--- src/rtl/cap_prop_stimulus_gen_if.sv ---
// Vector channel between the stimulus generator and a capability property checker.
// Latency: none (wires only).
// Backpressure: out_valid/out_ready handshake on the vector; the checker answers with a chk_valid strobe.
//
// Signals:
//   out_valid   generator offers a vector
//   out_ready   checker accepts the vector
//   out_base    capability base
//   out_len     capability length (base+len never wraps)
//   out_addr    address inside [base, base+len]
//   out_new_len requested length, never above out_len
//   chk_valid   checker verdict strobe
//   chk_ok      verdict, 1 = property held
interface cap_prop_stimulus_gen_if #(
   parameter int ADDR_W = 64
);
   logic              out_valid;
   logic              out_ready;
   logic [ADDR_W-1:0] out_base;
   logic [ADDR_W-1:0] out_len;
   logic [ADDR_W-1:0] out_addr;
   logic [ADDR_W-1:0] out_new_len;
   logic              chk_valid;
   logic              chk_ok;

   // Generator side.
   modport master (
      output out_valid,
      output out_base,
      output out_len,
      output out_addr,
      output out_new_len,
      input  out_ready,
      input  chk_valid,
      input  chk_ok
   );

   // Checker side.
   modport slave (
      input  out_valid,
      input  out_base,
      input  out_len,
      input  out_addr,
      input  out_new_len,
      output out_ready,
      output chk_valid,
      output chk_ok
   );
endinterface

--- src/rtl/cap_prop_stimulus_gen.sv ---
// Pseudo-random legal capability vector sequencer with pass/fail bookkeeping.
// Latency: start -> first offer in 5 cycles; 6 cycles per vector on the ideal path.
// Backpressure: holds the offered vector stable until out_ready; waits indefinitely for chk_valid.
//
// Ports:
//   CLK, RST_N      clock, synchronous active-low reset
//   start           begin a run (honoured only when idle or done)
//   busy, done      run in progress / run complete
//   vec_if          vector offer channel and checker verdict (master side)
//   pass_count      saturating count of passing vectors this run
//   fail_count      saturating count of failing vectors this run
//   fail_seen       sticky: a failure was seen this run
//   fail_base/len/addr/new_len   first failing vector of this run
module cap_prop_stimulus_gen #(
   parameter int                ADDR_W      = 64,
   parameter logic [ADDR_W-1:0] SEED        = ADDR_W'(1),
   parameter int                NUM_VECTORS = 16,
   parameter int                CNT_W       = 16
) (
   input  logic                    CLK,
   input  logic                    RST_N,
   input  logic                    start,
   output logic                    busy,
   output logic                    done,
   cap_prop_stimulus_gen_if.master vec_if,
   output logic [CNT_W-1:0]        pass_count,
   output logic [CNT_W-1:0]        fail_count,
   output logic                    fail_seen,
   output logic [ADDR_W-1:0]       fail_base,
   output logic [ADDR_W-1:0]       fail_len,
   output logic [ADDR_W-1:0]       fail_addr,
   output logic [ADDR_W-1:0]       fail_new_len
);

   // Galois feedback mask for x^64+x^63+x^61+x^60+1 (right-shifting form).
   localparam logic [63:0]       POLY64   = 64'hD800_0000_0000_0000;
   localparam logic [ADDR_W-1:0] TAPS     = POLY64[63 -: ADDR_W];
   // An all-zero LFSR would lock up, so a zero seed is promoted to 1.
   localparam logic [ADDR_W-1:0] SEED_EFF = (SEED == '0) ? ADDR_W'(1) : SEED;
   localparam int                VC_W     = (NUM_VECTORS > 1) ? $clog2(NUM_VECTORS) : 1;
   localparam logic [VC_W-1:0]   VEC_LAST = VC_W'(NUM_VECTORS - 1);

   localparam logic [2:0] S_IDLE  = 3'd0;
   localparam logic [2:0] S_G0    = 3'd1;
   localparam logic [2:0] S_G1    = 3'd2;
   localparam logic [2:0] S_G2    = 3'd3;
   localparam logic [2:0] S_G3    = 3'd4;
   localparam logic [2:0] S_OFFER = 3'd5;
   localparam logic [2:0] S_WAIT  = 3'd6;
   localparam logic [2:0] S_DONE  = 3'd7;

   // Masks a random value down to the bit span of len, then folds anything
   // above len back into [0, len]. Since the span mask is < 2*len+2, a single
   // subtraction of (len+1) is enough.
   function automatic logic [ADDR_W-1:0] fold_to_len(input logic [ADDR_W-1:0] raw,
                                                     input logic [ADDR_W-1:0] len);
      logic [ADDR_W-1:0] span;
      logic [ADDR_W-1:0] off;
      span = len;
      for (int i = 1; i < ADDR_W; i++) begin
         span = span | (len >> i);
      end
      off = raw & span;
      if (off > len) begin
         off = off - len - ADDR_W'(1);
      end
      return off;
   endfunction

   logic [2:0]        state_q,        state_d;
   logic [ADDR_W-1:0] lfsr_q,         lfsr_d;
   logic [VC_W-1:0]   vec_cnt_q,      vec_cnt_d;
   logic [ADDR_W-1:0] base_q,         base_d;
   logic [ADDR_W-1:0] len_q,          len_d;
   logic [ADDR_W-1:0] addr_q,         addr_d;
   logic [ADDR_W-1:0] new_len_q,      new_len_d;
   logic [ADDR_W-1:0] out_base_q,     out_base_d;
   logic [ADDR_W-1:0] out_len_q,      out_len_d;
   logic [ADDR_W-1:0] out_addr_q,     out_addr_d;
   logic [ADDR_W-1:0] out_new_len_q,  out_new_len_d;
   logic [CNT_W-1:0]  pass_cnt_q,     pass_cnt_d;
   logic [CNT_W-1:0]  fail_cnt_q,     fail_cnt_d;
   logic              fail_seen_q,    fail_seen_d;
   logic [ADDR_W-1:0] fail_base_q,    fail_base_d;
   logic [ADDR_W-1:0] fail_len_q,     fail_len_d;
   logic [ADDR_W-1:0] fail_addr_q,    fail_addr_d;
   logic [ADDR_W-1:0] fail_new_len_q, fail_new_len_d;

   logic [ADDR_W-1:0] lfsr_next;
   logic [ADDR_W:0]   base_len_sum;
   logic              clear_run;

   assign lfsr_next = lfsr_q[0] ? ((lfsr_q >> 1) ^ TAPS) : (lfsr_q >> 1);

   always_comb begin
      state_d        = state_q;
      lfsr_d         = lfsr_q;
      vec_cnt_d      = vec_cnt_q;
      base_d         = base_q;
      len_d          = len_q;
      addr_d         = addr_q;
      new_len_d      = new_len_q;
      out_base_d     = out_base_q;
      out_len_d      = out_len_q;
      out_addr_d     = out_addr_q;
      out_new_len_d  = out_new_len_q;
      pass_cnt_d     = pass_cnt_q;
      fail_cnt_d     = fail_cnt_q;
      fail_seen_d    = fail_seen_q;
      fail_base_d    = fail_base_q;
      fail_len_d     = fail_len_q;
      fail_addr_d    = fail_addr_q;
      fail_new_len_d = fail_new_len_q;
      clear_run      = 1'b0;
      base_len_sum   = {1'b0, base_q} + {1'b0, lfsr_q};

      // The LFSR only moves while a vector is being generated, so the
      // sequence is independent of handshake and verdict timing.
      if (state_q inside {S_G0, S_G1, S_G2, S_G3}) begin
         lfsr_d = lfsr_next;
      end

      case (state_q)
         S_IDLE, S_DONE: begin
            if (start) begin
               clear_run = 1'b1;
               state_d   = S_G0;
            end
         end
         S_G0: begin
            base_d  = lfsr_q;
            state_d = S_G1;
         end
         S_G1: begin
            // A wrapping length is replaced by the largest one that fits,
            // which makes base+len land exactly on the top of the space.
            len_d   = base_len_sum[ADDR_W] ? ~base_q : lfsr_q;
            state_d = S_G2;
         end
         S_G2: begin
            addr_d  = base_q + fold_to_len(lfsr_q, len_q);
            state_d = S_G3;
         end
         S_G3: begin
            new_len_d     = fold_to_len(lfsr_q, len_q);
            // Load the offer registers in one go so they never show a
            // partially built vector.
            out_base_d    = base_q;
            out_len_d     = len_q;
            out_addr_d    = addr_q;
            out_new_len_d = new_len_d;
            state_d       = S_OFFER;
         end
         S_OFFER: begin
            // A verdict strobe here belongs to nothing we offered; drop it.
            if (vec_if.out_ready) begin
               state_d = S_WAIT;
            end
         end
         S_WAIT: begin
            if (vec_if.chk_valid) begin
               if (vec_if.chk_ok) begin
                  if (pass_cnt_q != '1) begin
                     pass_cnt_d = pass_cnt_q + CNT_W'(1);
                  end
               end else begin
                  if (fail_cnt_q != '1) begin
                     fail_cnt_d = fail_cnt_q + CNT_W'(1);
                  end
                  if (!fail_seen_q) begin
                     fail_seen_d    = 1'b1;
                     fail_base_d    = out_base_q;
                     fail_len_d     = out_len_q;
                     fail_addr_d    = out_addr_q;
                     fail_new_len_d = out_new_len_q;
                  end
               end
               if (vec_cnt_q == VEC_LAST) begin
                  state_d = S_DONE;
               end else begin
                  vec_cnt_d = vec_cnt_q + VC_W'(1);
                  state_d   = S_G0;
               end
            end
         end
         default: begin
            state_d = S_IDLE;
         end
      endcase

      if (clear_run) begin
         vec_cnt_d      = '0;
         pass_cnt_d     = '0;
         fail_cnt_d     = '0;
         fail_seen_d    = 1'b0;
         fail_base_d    = '0;
         fail_len_d     = '0;
         fail_addr_d    = '0;
         fail_new_len_d = '0;
      end
   end

   always_ff @(posedge CLK) begin
      if (!RST_N) begin
         state_q        <= S_IDLE;
         lfsr_q         <= SEED_EFF;
         vec_cnt_q      <= '0;
         base_q         <= '0;
         len_q          <= '0;
         addr_q         <= '0;
         new_len_q      <= '0;
         out_base_q     <= '0;
         out_len_q      <= '0;
         out_addr_q     <= '0;
         out_new_len_q  <= '0;
         pass_cnt_q     <= '0;
         fail_cnt_q     <= '0;
         fail_seen_q    <= 1'b0;
         fail_base_q    <= '0;
         fail_len_q     <= '0;
         fail_addr_q    <= '0;
         fail_new_len_q <= '0;
      end else begin
         state_q        <= state_d;
         lfsr_q         <= lfsr_d;
         vec_cnt_q      <= vec_cnt_d;
         base_q         <= base_d;
         len_q          <= len_d;
         addr_q         <= addr_d;
         new_len_q      <= new_len_d;
         out_base_q     <= out_base_d;
         out_len_q      <= out_len_d;
         out_addr_q     <= out_addr_d;
         out_new_len_q  <= out_new_len_d;
         pass_cnt_q     <= pass_cnt_d;
         fail_cnt_q     <= fail_cnt_d;
         fail_seen_q    <= fail_seen_d;
         fail_base_q    <= fail_base_d;
         fail_len_q     <= fail_len_d;
         fail_addr_q    <= fail_addr_d;
         fail_new_len_q <= fail_new_len_d;
      end
   end

   assign busy               = (state_q != S_IDLE) && (state_q != S_DONE);
   assign done               = (state_q == S_DONE);
   assign vec_if.out_valid   = (state_q == S_OFFER);
   assign vec_if.out_base    = out_base_q;
   assign vec_if.out_len     = out_len_q;
   assign vec_if.out_addr    = out_addr_q;
   assign vec_if.out_new_len = out_new_len_q;
   assign pass_count         = pass_cnt_q;
   assign fail_count         = fail_cnt_q;
   assign fail_seen          = fail_seen_q;
   assign fail_base          = fail_base_q;
   assign fail_len           = fail_len_q;
   assign fail_addr          = fail_addr_q;
   assign fail_new_len       = fail_new_len_q;

endmodule

--- src/flat_wrapper.sv ---
// flat-port wrapper written by rule: the top's interface ports become plain ports
module cap_prop_stimulus_gen_flat 
#(
   parameter int                ADDR_W      = 64,
   parameter logic [ADDR_W-1:0] SEED        = ADDR_W'(1),
   parameter int                NUM_VECTORS = 16,
   parameter int                CNT_W       = 16
)
  (CLK, RST_N, start, busy, done, pass_count, fail_count, fail_seen, fail_base, fail_len, fail_addr, fail_new_len, vec_if_out_valid, vec_if_out_base, vec_if_out_len, vec_if_out_addr, vec_if_out_new_len, vec_if_out_ready, vec_if_chk_valid, vec_if_chk_ok);
  cap_prop_stimulus_gen_if #(.ADDR_W(ADDR_W)) vec_if_i ();
  input  logic CLK;
  input  logic RST_N;
  input  logic start;
  output logic busy;
  output logic done;
  output logic [CNT_W-1:0] pass_count;
  output logic [CNT_W-1:0] fail_count;
  output logic fail_seen;
  output logic [ADDR_W-1:0] fail_base;
  output logic [ADDR_W-1:0] fail_len;
  output logic [ADDR_W-1:0] fail_addr;
  output logic [ADDR_W-1:0] fail_new_len;
  output wire logic [$bits(vec_if_i.out_valid)-1:0] vec_if_out_valid;
  output wire logic [$bits(vec_if_i.out_base)-1:0] vec_if_out_base;
  output wire logic [$bits(vec_if_i.out_len)-1:0] vec_if_out_len;
  output wire logic [$bits(vec_if_i.out_addr)-1:0] vec_if_out_addr;
  output wire logic [$bits(vec_if_i.out_new_len)-1:0] vec_if_out_new_len;
  input wire logic [$bits(vec_if_i.out_ready)-1:0] vec_if_out_ready;
  input wire logic [$bits(vec_if_i.chk_valid)-1:0] vec_if_chk_valid;
  input wire logic [$bits(vec_if_i.chk_ok)-1:0] vec_if_chk_ok;
  assign vec_if_out_valid = vec_if_i.out_valid;
  assign vec_if_out_base = vec_if_i.out_base;
  assign vec_if_out_len = vec_if_i.out_len;
  assign vec_if_out_addr = vec_if_i.out_addr;
  assign vec_if_out_new_len = vec_if_i.out_new_len;
  assign vec_if_i.out_ready = vec_if_out_ready;
  assign vec_if_i.chk_valid = vec_if_chk_valid;
  assign vec_if_i.chk_ok = vec_if_chk_ok;
  cap_prop_stimulus_gen #(.ADDR_W(ADDR_W), .SEED(SEED), .NUM_VECTORS(NUM_VECTORS), .CNT_W(CNT_W)) u_core (.CLK(CLK), .RST_N(RST_N), .start(start), .busy(busy), .done(done), .vec_if(vec_if_i), .pass_count(pass_count), .fail_count(fail_count), .fail_seen(fail_seen), .fail_base(fail_base), .fail_len(fail_len), .fail_addr(fail_addr), .fail_new_len(fail_new_len));
endmodule
--- config.mk ---
export PLATFORM = sky130hd
export DESIGN_NAME = cap_prop_stimulus_gen_flat
export DESIGN_NICKNAME = d
export VERILOG_FILES = /design/src/rtl/cap_prop_stimulus_gen_if.sv /design/src/rtl/cap_prop_stimulus_gen.sv /design/src/flat_wrapper.sv
export SDC_FILE = /design/constraint.sdc
export NUM_CORES = 2
export LEC_CHECK = 0
export ABC_CLOCK_PERIOD_IN_PS = 23500
export CORE_ASPECT_RATIO = 1.25
export CORE_MARGIN = 5
export CORE_UTILIZATION = 50
export CTS_CLUSTER_DIAMETER = 100
export DETAILED_ROUTE_END_ITERATION = 10
export PLACE_DENSITY = 0.78
export SYNTH_ARGS = -nofsm -noshare
export SYNTH_HDL_FRONTEND = slang
export SYNTH_SLANG_ARGS = --single-unit
--- constraint.sdc ---
create_clock -name CLK -period 23.5 [get_ports CLK]
set_input_delay 4.7 -clock CLK [delete_from_list [all_inputs] [get_ports CLK]]
set_output_delay 4.7 -clock CLK [all_outputs]
set_load 0.01 [all_outputs]
* Word level (Yosys, flattened, before mapping)
Cells that the tools add are included.
** Operators by class
- $add $sub $neg :: 7
- Order comparisons :: 1
- Eq/ne operators :: 14
- Multiplexer cells :: 11
- Bitwise logic cells :: 70
- Reductions and logical operators :: 12
** Operator list (number)
- two-way mux 64 bit :: 4
- adder 64 x 64 -> 65 bit :: 1
- adder 64 bit :: 1
- bitwise AND 64 bit :: 1
- > comparator 64 bit :: 1
- inverter 64 bit :: 1
- bitwise OR 64 x 1 -> 64 bit :: 1
- bitwise OR 64 x 10 -> 64 bit :: 1
- bitwise OR 64 x 11 -> 64 bit :: 1
- bitwise OR 64 x 12 -> 64 bit :: 1
- bitwise OR 64 x 13 -> 64 bit :: 1
- bitwise OR 64 x 14 -> 64 bit :: 1
- bitwise OR 64 x 15 -> 64 bit :: 1
- bitwise OR 64 x 16 -> 64 bit :: 1
- bitwise OR 64 x 17 -> 64 bit :: 1
- bitwise OR 64 x 18 -> 64 bit :: 1
- bitwise OR 64 x 19 -> 64 bit :: 1
- bitwise OR 64 x 2 -> 64 bit :: 1
- bitwise OR 64 x 20 -> 64 bit :: 1
- bitwise OR 64 x 21 -> 64 bit :: 1
- bitwise OR 64 x 22 -> 64 bit :: 1
- bitwise OR 64 x 23 -> 64 bit :: 1
- bitwise OR 64 x 24 -> 64 bit :: 1
- bitwise OR 64 x 25 -> 64 bit :: 1
- 69 further kinds :: 88
** Word-level totals
- Register bits after elaboration :: 808
- Bits of input ports :: 6
- Output and inout port bits :: 548
- Word-level logic and storage cells :: 132

* Logic depth before layout (Yosys ltp)
- Word-level depth :: 69
- Gate-level depth with buffers :: 35
- Depth with buffers taken out :: 33

* Worst setup path after synthesis
OpenSTA, ideal clock, no wires.
- Path type :: register to register
- Start :: reg u_core.len_q[63]
- End :: reg u_core.addr_q[61]
- Library setup time :: 0.122 ns
- Arrival :: 7.702 ns
- Data required time :: 23.378 ns
- Slack :: 15.676 ns
- Cell stages (with the launch flop) :: 34
- Buffers on the path :: 2
- Period minus slack after synthesis :: 7.824 ns
- Path through :: dfxtp_1 -> or4_4 -> nand4b_4 -> nor4_4 -> nand4_2 -> nand3b_4 -> or3_1 -> clkbuf_1 -> o31ai_1 -> inv_1 -> ha_1 -> nand3_1 -> or3_1 -> a211o_1 -> a31o_2 -> nand4_1 -> a221oi_2 -> nor2_1 -> clkbuf_1 -> nor2_1 -> a21oi_1 -> inv_1 -> ha_1 -> a211oi_1 -> o21a_1 -> o211a_1 -> a2111oi_0 -> nor3_1 -> a21oi_1 -> nand3b_1 -> a21boi_0 -> o21ai_0 -> mux2i_1 -> a311o_1
** On the way
- Word-level cells in the longest chain between the ends :: 68
- Elaborated cells on any way between the ends :: 70
- Classes of those cells :: add/sub: 3; order compare: 1; mux: 2; bitwise: 64
** Ends and longest elaborated chain
- start, declared :: RTL line cap_prop_stimulus_gen.sv:74 : logic [ADDR_W-1:0] len_q, len_d;
- start signal, assigned :: RTL line cap_prop_stimulus_gen.sv:228 : len_q <= len_d;
- bitwise OR 64 x 62 -> 64 bit / bitwise OR 64 x 63 -> 64 bit (equally long branches) :: RTL line cap_prop_stimulus_gen.sv:61 : span = span | (len >> i);
- bitwise OR 64 x 61 -> 64 bit / bitwise OR 64 x 62 -> 64 bit (equally long branches) :: RTL line cap_prop_stimulus_gen.sv:61
- bitwise OR 64 x 60 -> 64 bit / bitwise OR 64 x 61 -> 64 bit (equally long branches) :: RTL line cap_prop_stimulus_gen.sv:61
- bitwise OR 64 x 59 -> 64 bit / bitwise OR 64 x 60 -> 64 bit (equally long branches) :: RTL line cap_prop_stimulus_gen.sv:61
- bitwise OR 64 x 58 -> 64 bit / bitwise OR 64 x 59 -> 64 bit (equally long branches) :: RTL line cap_prop_stimulus_gen.sv:61
- bitwise OR 64 x 57 -> 64 bit / bitwise OR 64 x 58 -> 64 bit (equally long branches) :: RTL line cap_prop_stimulus_gen.sv:61
- bitwise OR 64 x 56 -> 64 bit / bitwise OR 64 x 57 -> 64 bit (equally long branches) :: RTL line cap_prop_stimulus_gen.sv:61
- bitwise OR 64 x 55 -> 64 bit / bitwise OR 64 x 56 -> 64 bit (equally long branches) :: RTL line cap_prop_stimulus_gen.sv:61
- [... 52 more ...]
- bitwise OR 64 x 2 -> 64 bit / bitwise OR 64 x 3 -> 64 bit (equally long branches) :: RTL line cap_prop_stimulus_gen.sv:61
- bitwise OR 64 x 1 -> 64 bit / bitwise OR 64 x 2 -> 64 bit (equally long branches) :: RTL line cap_prop_stimulus_gen.sv:61
- bitwise AND 64 bit / bitwise OR 64 x 1 -> 64 bit (equally long branches) :: RTL line cap_prop_stimulus_gen.sv:63, cap_prop_stimulus_gen.sv:61
- subtractor 64 bit / bitwise AND 64 bit (equally long branches) :: RTL line cap_prop_stimulus_gen.sv:65, cap_prop_stimulus_gen.sv:63
- subtractor 64 x 1 -> 64 bit / > comparator 64 bit (equally long branches) :: RTL line cap_prop_stimulus_gen.sv:65, cap_prop_stimulus_gen.sv:64
- two-way mux 64 bit * :: RTL line cap_prop_stimulus_gen.sv:64 : if (off > len) begin
- two-way mux 64 bit * :: RTL line cap_prop_stimulus_gen.sv:123 : case (state_q)
- adder 64 bit * :: RTL line cap_prop_stimulus_gen.sv:141 : addr_d = base_q + fold_to_len(lfsr_q, len_q);
- end signal, assigned :: RTL line cap_prop_stimulus_gen.sv:229 : addr_q <= addr_d;
- end, declared :: RTL line cap_prop_stimulus_gen.sv:75 : logic [ADDR_W-1:0] addr_q, addr_d;
Mark *: on every way between the ends. The rest lies on a longest branch, timed or not. The select of a mux whose other input is x is not followed.
A chain may end at the register's enable or synchronous reset.

* Final worst setup path
Ends and elaborated chain as after synthesis.

==> out/metrics.yaml <==
ant_nets: 0
pwr-share-comb_pct: 16.3
gp_congestion: 0.975
critical-path-max-stage-delay_ns: 0.73
holdPathEnd: "u_core.vec_if.out_addr[15]"
track_usage_pct: 28.8
drv_cap: 0
skew_ns: 0.0290
wl_per_cell_um: 19.6
fin_crit_sh_pct: 43.8
switchingPower_mw: 0.942
die_y_um: 320
layout-drive-gt1-share_pct: 5.92
seq_area_frac_synth_pct: 42.1
area_growth_pct: 22.8
reg2reg_from: "u_core.len_q[63]"
cts_tree: "built"
rsz0062_at_grt: "false"
fp.dieW_um: 258
crit_required_ns: 24.03
ios: 554
cts_resized: 0
r2r_slack_ns: 13.22
insertion_delay_ns: 0.66
tightestPinTransition_ns: 1.18
yosysTopAreaCell: "dfxtp_1"
grt_pass1_vias: 34200
fin_tns_setup_ns: 0
start_util_pct: 50.5
hold_violations: 0
crit_path_end_kind: "register"
final_nets: 5553
status: "finished, final reports clean"
final_common_cell: "nand2_1"
grt_max_degree: 167
synth.area.top_cells: "dfxtp_1 42%, nand2_1 14%, a21oi_1 9.7%"
wl_mm: 125
vias: 36600
most-common-layout-cells: "1408 x nand2_1, 808 x dfxtp_1, 745 x a21oi_1"
synth_fp_nets: 5181
max_freq_mhz: 97.3
whs_path_depth: 2
power_mw: 3.29
path_class: "reg2reg"
cellPowerDensity_nw_per_um2: 69.8
seq_power_share_pct: 42.9
grt_pass1_wl_mm: 194
arrival_ns: 10.81
clock_tree.buffer_depth: 3
synthDistinctLibCells: 77
cp-start-kind: "register"
cts_root_buffer: "clkbuf_16"
rr_worst_depth: 30
period_minus_slack_ns: 10.28
ys.flop_type: "dfxtp_1"
viasPerCell: 5.73
antenna_cells: 0
rows: 113
worstHoldPathType: "reg2reg"
cts_made_buffers: 82
relSlewSlack_pct: 19.0
clkTransAtPathRegs_ns: 0.06
cts.sinks: 808
hold_start: "u_core.addr_q[15]"
cp_max_fo: 58
grt_overflow: 0
die_area_um2: 82500
finalSetupViolCount: 0
n_fill_cell: 6755
core_um2: 76100
p_clk_share_pct: 40.9
hold_buffers: 0
syn_inst: 4980
internal_power_mw: 2.35
antenna_found_initial: 1
avgSynthCellArea_um2: 7.71
drt_first_pass_iters: 6
syn-cell-area_um2: 38400
async_reset_ff_share_pct: 0
synth_edf_count: 0
ir_drop_mv: 0.0580
synth_top_area_share_pct: 42.1
h-tree-depth: 3
synth-seq-cells: 808
yosysWarningCount: 0
r2r-end: "u_core.addr_q[61]"
place.detailed.hpwl_mm: 89.7
drcViolationCount: 0
swShare_pct: 28.6
postCtsSetupBuffers: 0
drt_iter0_drc: 3396
leakage_nw: 17.4
critical_path.slowest_cell: "buf_4"
port-buffer-count: 553
timing.final.max_slew_violations: 0
-- state kept, by name, indices dropped and copies added, names as in the netlist, 16 cells and up --
| name | cells |
|---|---|
| u_core.vec_if.out_addr | 64 |
| u_core.base_q | 64 |
| u_core.fail_len | 64 |
| u_core.fail_count | 16 |
| u_core.vec_if.out_new_len | 64 |
| u_core.vec_if.out_len | 64 |
| u_core.len_q | 64 |
| u_core.lfsr_q | 64 |
| u_core.fail_base | 64 |
| u_core.fail_new_len | 64 |
| u_core.vec_if.out_base | 64 |
| u_core.fail_addr | 64 |
| u_core.pass_count | 16 |
| u_core.addr_q | 64 |
-- routing by layer --
layer  share of wire (%)  global-route usage [%]  wire length, um
met5              0.0056                       0                7
met2                  47                    47.5            58400
met4                 3.4                    9.80             4210
met1                  43                    38.5            53700
met3                 7.4                    4.95             9240
-- layout make-up --
cell class / instances / area (um^2) / share of cell area [%]
Inverter: 140 / 533 / 1.13
Tap cell: 977 / 1220 / 2.59
Clock buffer: 118 / 2420 / 5.13
Multi-Input combinational cell: 3735 / 20700 / 43.8
Clock inverter: 32 / 358 / 0.759
Timing Repair Buffer: 585 / 5790 / 12.3
Sequential cell: 808 / 16200 / 34.3
-- through the flow --
stage | setup WS (ns) | util, % | hold WS, ns | area, um^2 | cells
3_5_place_dp | 13.32 | 58.3 | 0.443 | 44400 | 6245
5_1_grt | 12.74 | 62.0 | 0.466 | 47200 | 6395
6_report | 13.22 | 62.0 | 0.444 | 47200 | 6395
2_1_floorplan | 15.68 | - | 0.427 | 38400 | 4980
4_1_cts | 13.30 | 62.0 | 0.445 | 47200 | 6395
3_3_place_gp | 13.57 | 58.3 | 0.438 | 44400 | 6245
-- cell families (layout without fill, tap and decap cells) --
logic type	Yosys count	count (layout)	share of synthesized area, %
and+or+nand+nor	1982	1982	21.8
DFF	808	808	42.1
buffers and inverters	437	875	4.29
muxes	59	59	1.65
adders and majority gates	195	195	6.39
AOI/OAI and AO/OA	1363	1363	20.7
xor gates and xnor gates	136	136	3.10
-- synth_stat cells, drive strengths merged, types with 13 or more instances --
cell,instances
nand2,1410
dfxtp,808
a21oi,745
clkbuf,283
o21ai,212
ha,193
nor2,184
inv,139
a31oi,88
a21o,85
or2,74
xnor2,73
nand3,68
nor3,67
xor2,63
nand4,47
mux2,35
o21a,33
a211oi,29
mux2i,24
o21bai,24
nor2b,20
o211ai,20
or3,20
nand2b,19
and3,18
o31a,16
and2,15
buf,14
o31ai,13
-- worst max-delay path: cells and delay by family (launching register included) --
family | cells | cell delay (ns)
simple gates | 14 | 4.38
compound gates | 10 | 3.19
buf+inv | 2 | 0.81
fa+ha+maj | 2 | 0.76
mux | 2 | 0.57
flops | 1 | 0.37
-- power groups by stage --
| stage | Clock [mW] | Sequential (mW) | Combinational (mW) |
|---|---|---|---|
| 5_1_grt | 1.43 | 1.41 | 0.579 |
| 4_1_cts | 1.37 | 1.41 | 0.527 |
| 2_1_floorplan | 0 | 1.43 | 0.388 |
| 6_report | 1.35 | 1.41 | 0.535 |
| 3_5_place_dp | 0 | 1.44 | 0.522 |
| 3_3_place_gp | 0 | 1.44 | 0.518 |
-- worst max path at each step --
stage / start / end / slack [ns] / cells past startpoint
after global placement: u_core.len_q[63] / u_core.addr_q[61] / 13.57 / 30
after floorplan: u_core.len_q[63] / u_core.addr_q[61] / 15.68 / 33
after global routing: u_core.len_q[63] / u_core.addr_q[61] / 12.74 / 30
after detailed placement: u_core.len_q[63] / u_core.addr_q[61] / 13.32 / 30
final: u_core.len_q[63] / u_core.addr_q[61] / 13.22 / 30
after CTS: u_core.len_q[63] / u_core.addr_q[61] / 13.30 / 30
Power figures use the tool's default switching activity.
